==> src/rtl/ldl_bin2hot_pipe.sv <==
// ldl_bin2hot_pipe
//   Registered binary-to-one-hot / thermometer decoder with valid/ready flow
//   control and a two-entry skid buffer (main + skid register). The buffer
//   keeps full rate with a registered in_rdy.
//
// Parameters
//   BIN_WIDTH  width of the binary code in_x (>= 1, <= 32)
//   OUT_WIDTH  decoded vector width, 1 .. (1 << BIN_WIDTH)
//
// Ports
//   clk      clock, rising edge
//   rst_n    asynchronous active-low reset (async assert, sync release)
//   in_vld   input beat valid
//   in_rdy   block can accept a beat (flop)
//   in_en    decode enable; 0 gives an all-zero vector
//   in_x     binary code
//   in_mode  0 = one-hot, 1 = thermometer
//   out_vld  output beat valid
//   out_rdy  downstream accepts the beat
//   out_y    decoded vector
//   out_oor  in_en = 1 and in_x >= OUT_WIDTH
//
// Handshake: a beat moves on a port in every cycle where its valid and ready
// are both high at the rising edge. in_vld may be high while in_rdy is low,
// and the source then holds the beat. The output beat stays stable while
// out_vld is high and out_rdy is low. in_rdy never depends combinationally on
// out_rdy.
//
// The FSM state is the internal signal "state". It can be probed
// hierarchically.
module ldl_bin2hot_pipe #(
  parameter int BIN_WIDTH = 4,
  parameter int OUT_WIDTH = (1 << BIN_WIDTH)
) (
  input  logic                 clk,
  input  logic                 rst_n,
  input  logic                 in_vld,
  output logic                 in_rdy,
  input  logic                 in_en,
  input  logic [BIN_WIDTH-1:0] in_x,
  input  logic                 in_mode,
  output logic                 out_vld,
  input  logic                 out_rdy,
  output logic [OUT_WIDTH-1:0] out_y,
  output logic                 out_oor
);

  typedef enum logic [1:0] {
    EMPTY = 2'd0,
    ONE   = 2'd1,
    TWO   = 2'd2
  } state_t;

  state_t state;
  state_t state_nxt;

  logic                 in_xfer;
  logic                 out_xfer;
  logic                 load_main;
  logic                 load_skid;
  logic                 skid_to_main;
  logic                 rdy_nxt;

  logic [31:0]          x_ext;
  logic [OUT_WIDTH-1:0] dec_y;
  logic                 dec_oor;
  logic [OUT_WIDTH-1:0] main_y;
  logic                 main_oor;
  logic [OUT_WIDTH-1:0] skid_y;
  logic                 skid_oor;

  assign in_xfer  = in_vld & in_rdy;
  assign out_xfer = out_vld & out_rdy;

  // Decode. in_x is zero-extended to 32 bits, so a code at or above
  // OUT_WIDTH is flagged and is never wrapped onto a valid bit.
  always_comb begin
    x_ext   = 32'(in_x);
    dec_y   = '0;
    dec_oor = 1'b0;
    if (in_en) begin
      if (x_ext >= 32'(OUT_WIDTH)) begin
        dec_oor = 1'b1;
      end else begin
        for (int i = 0; i < OUT_WIDTH; i++) begin
          dec_y[i] = in_mode ? (32'(i) <= x_ext) : (32'(i) == x_ext);
        end
      end
    end
  end

  // FSM next state and datapath load controls.
  always_comb begin
    state_nxt    = state;
    load_main    = 1'b0;
    load_skid    = 1'b0;
    skid_to_main = 1'b0;
    case (state)
      EMPTY: begin
        if (in_xfer) begin
          load_main = 1'b1;
          state_nxt = ONE;
        end
      end
      ONE: begin
        if (in_xfer && out_xfer) begin
          load_main = 1'b1;
        end else if (out_xfer) begin
          state_nxt = EMPTY;
        end else if (in_xfer) begin
          load_skid = 1'b1;
          state_nxt = TWO;
        end
      end
      TWO: begin
        // in_rdy is low here, so only the output side can move.
        if (out_xfer) begin
          skid_to_main = 1'b1;
          state_nxt    = ONE;
        end
      end
      default: state_nxt = EMPTY;
    endcase
    rdy_nxt = (state_nxt != TWO);
  end

  always_ff @(posedge clk or negedge rst_n) begin
    if (!rst_n) begin
      state  <= EMPTY;
      in_rdy <= 1'b1;
    end else begin
      state  <= state_nxt;
      in_rdy <= rdy_nxt;
    end
  end

  always_ff @(posedge clk or negedge rst_n) begin
    if (!rst_n) begin
      main_y   <= '0;
      main_oor <= 1'b0;
      skid_y   <= '0;
      skid_oor <= 1'b0;
    end else begin
      if (load_main) begin
        main_y   <= dec_y;
        main_oor <= dec_oor;
      end else if (skid_to_main) begin
        main_y   <= skid_y;
        main_oor <= skid_oor;
      end
      if (load_skid) begin
        skid_y   <= dec_y;
        skid_oor <= dec_oor;
      end
    end
  end

  // The decode from state means reset clears out_vld asynchronously.
  assign out_vld = (state != EMPTY);
  assign out_y   = main_y;
  assign out_oor = main_oor;

endmodule
==> config.mk <==
export PLATFORM = sky130hd
export DESIGN_NAME = ldl_bin2hot_pipe
export DESIGN_NICKNAME = d
export VERILOG_FILES = /design/src/rtl/ldl_bin2hot_pipe.sv
export SDC_FILE = /design/constraint.sdc
export NUM_CORES = 1
export LEC_CHECK = 0
export ABC_CLOCK_PERIOD_IN_PS = 1900
export CORE_MARGIN = 4
export CORE_UTILIZATION = 50
export CTS_CLUSTER_DIAMETER = 80
export DETAILED_ROUTE_END_ITERATION = 16
export GPL_TIMING_DRIVEN = 0
export PLACE_DENSITY_LB_ADDON = 0.25
export SLEW_MARGIN = 15
export SYNTH_ARGS = -nofsm -noshare
export SYNTH_HDL_FRONTEND = slang
export SYNTH_SLANG_ARGS = --single-unit
==> constraint.sdc <==
create_clock -name clk -period 1.9 [get_ports clk]
set_clock_uncertainty 0.2 [all_clocks]
set_input_delay 0.38 -clock clk [delete_from_list [all_inputs] [get_ports clk]]
set_output_delay 0.38 -clock clk [all_outputs]
set_load 0.01 [all_outputs]
==> impl_metrics.tcl <==
set metrics [dict create \
    status "finished clean" \
    final_max_slew_viol_count 0 \
    synth.avg_cell_area_um2 10.93 \
    slowest_stage "dfrtp_2" \
    async_flop_share 1.000 \
    grt_pass1_vias 1484 \
    drt-wirelength-per-cell_um 15.77 \
    cts_tree "built" \
    clk_path_buf_depth 2 \
    crit_family "flip-flops" \
    clkTransAtPathRegs_ns 0.07 \
    core_area_mm2 0.003661 \
    worst_setup_path_start_kind "register" \
    vias 1508 \
    ant_nets 0 \
    synth_seq_area_share 0.4612 \
    netlist_instances 174 \
    cp_cell_sequence "or2_2, clkdlybuf4s15_1" \
    p_comb_frac 0.381 \
    drv_cap 0 \
    drive_above_1_share 0.2010 \
    fin_nets 218 \
    grt_usage 0.1796 \
    swShare 0.3328 \
    synth_top_flop_cell "dfrtp_1" \
    ioPinCount 29 \
    row_count 22 \
    syn_nets 184 \
    grt_first_pass_wirelength_um 7038 \
    globalRouteOverflowTotal 0 \
    p_switching_w 0.0008969 \
    worstHoldPathType "in -> reg" \
    antenna_found_initial 0 \
    viasPerCell 5.868 \
    drt_first_pass_iters 4 \
    crit_type "reg -> out" \
    rsz0062_at_grt "false" \
    place_congestion 0.7832 \
    die_h_um 69.68 \
    ir_worst_vdd_v 0.0007029 \
    synth_most_common_cell "dfrtp_1" \
    cts.sinks 35 \
    max_stage_delay_ns 0.45 \
    synth_cell_types 50 \
    fmax_mhz 542.6 \
    htree_levels 2 \
    synth_area_mm2 0.001902 \
    synth_top_area_share 0.4474 \
    yosys.area.top_type "dfrtp_1" \
    numCtsBuffers 5 \
    p_int_w 0.001798 \
    max_slew_margin 0.4903 \
    die_width_um 69.68 \
    place_area_mm2 0.002217 \
    total_leakage_power_nw 1.089 \
    n_antenna_cell 0 \
    worst_slack_ns 0.05707 \
    grt_start_max_net_pins 36 \
    powerDensity_mw_per_mm2 1163 \
    crit_path_end_kind "output pin" \
    finalHoldViolCount 0 \
    start_util 0.5195 \
    synth_edf_count 0 \
    dpl_worst_slack_ns -0.2622 \
    areaGrowthSynthToFinish_pct 21.84 \
    drc 0 \
    critical_path_peak_fanout 8 \
    synth_commonest_cells "34 x dfrtp_1, 26 x o21ai_0, 19 x mux2i_1" \
    port_buffers 26 \
    synth_seq_cells 35 \
    power_frac_seq 0.426 \
    p_clk_frac 0.193 \
    cp.arrival_ns 1.26 \
    routed_wirelength_um 4052 \
    finalSetupViolCount 0 \
    dieArea_mm2 0.004855 \
    finalCritPeriodShare 0.9700 \
    dp_hpwl_um 2970 \
    finalCriticalPeriod_ns 1.843 \
    worst_pin_slew_ns 0.7645 \
    yosys_warnings 0 \
    clock_latency_ns 0.29 \
    required_ns 1.32 \
    final_cell_area_mm2 0.002317 \
    cts-root-buf "clkbuf_8" \
    worst-path-buf-inv 1 \
    synth_area_leaders "dfrtp_1 45%, mux2i_1 10%, o21ai_0 6.8%, a221o_1 3.2%, buf_6 3.0%" \
    first_iter_violations 166 \
    post_cts_buffers 0 \
]
==> repair_timing <==
action,CTS,global route
resized for setup,3,4
setup endpoints to repair,2,11
hold buffers,1,0
endpoints found under the hold margin,34,0
==> cell families (layout without fill, tap and decap cells) <==
logic type,after synthesis,after routing,synth area share
other,1,1,0.001972
and+or+nand+nor,48,48,0.1658
AOI/OAI and AO/OA,49,49,0.1757
buffers and inverters,18,53,0.07170
muxes,23,23,0.1237
DFF,35,35,0.4612
==> power by group through the flow <==
stage               clock network [W]  registers [W]  logic (W)
floorplan                           0        0.00119   0.000565
global placement                    0        0.00114    0.00101
detailed placement                  0        0.00116    0.00104
CTS                          0.000536        0.00115    0.00103
global route                 0.000585        0.00118    0.00113
finish                       0.000519        0.00115    0.00103
==> registers in the layout, summed over array words and instances (netlist names) <==
signal	cells
out_y	16
skid_y	16
state	2
in_rdy	1
==> path summary, 6_finish.rpt <==
path	start	end	slack, ns	cells past startpoint
worst min-delay path	out_rdy	in_rdy$_DFF_PN1_	0.28	3
worst max-delay path	state[1]$_DFF_PN0_	out_vld	0.06	2
min in group asynchronous	rst_n	state[1]$_DFF_PN0_	0.51	2
worst max register to register	state[1]$_DFF_PN0_	skid_y[5]$_DFFE_PN0P_	0.21	3
max in group asynchronous	rst_n	state[1]$_DFF_PN0_	0.47	2
worst min register to register	skid_y[6]$_DFFE_PN0P_	out_y[6]$_DFFE_PN0P_	0.29	2
==> cells in the final DEF, fill, tap and decap left out, drive strengths merged, types with 2 or more instances in the layout <==
master,count
mux2i,19
mux2,4
clkdlybuf4s50,22
and3b,3
inv,2
clkbuf,10
dfrtp,34
nand2,6
nor3,3
buf,13
o221ai,4
o21a,2
nand2b,3
and2,7
a221o,6
a21oi,2
nor2,7
nand3,3
o21ai,27
and3,2
nor4,5
nand3b,2
==> final cells by class <==
class                   instances  area (um2)
fillers                       305        1344
multi-input cells             121       888.4
flip-flops and latches         35       878.3
repair buffers                 27       266.5
plain buffers                  16       131.4
clock buffers                   6       72.57
well taps                      48       60.06
clock inverters                 2       12.51
inverters                       2       7.507
==> metrics by stage <==
| stage | hold WS [ns] | setup TNS [ns] | total power [W] | util | cells |
|---|---|---|---|---|---|
| global placement | 0.2650 | -16.00 | 0.002152 | 0.6070 | 248 |
| floorplan | -0.1156 | 0 | 0.001752 | - | 174 |
| finish | 0.2830 | 0 | 0.002695 | 0.6329 | 257 |
| CTS | 0.2938 | 0 | 0.002716 | 0.6312 | 257 |
| global route | 0.2955 | 0 | 0.002895 | 0.6329 | 257 |
| detailed placement | 0.2781 | -4.426 | 0.002200 | 0.6056 | 248 |
==> metal layers <==
metal  up-vias  share of wire  track usage
met5         -              0            0
met3         9          0.051      0.04638
met4         0          0.017      0.06383
met1       745           0.44       0.2332
li1        707              -            -
met2        47           0.49       0.2903
==> worst min-delay path: stages <==
cell and delay, ns:
dlymetal6s2s_1 0.19, nor2_1 0.15, nor2_1 0.05
No activity file was read; power rests on OpenSTA's default activity.
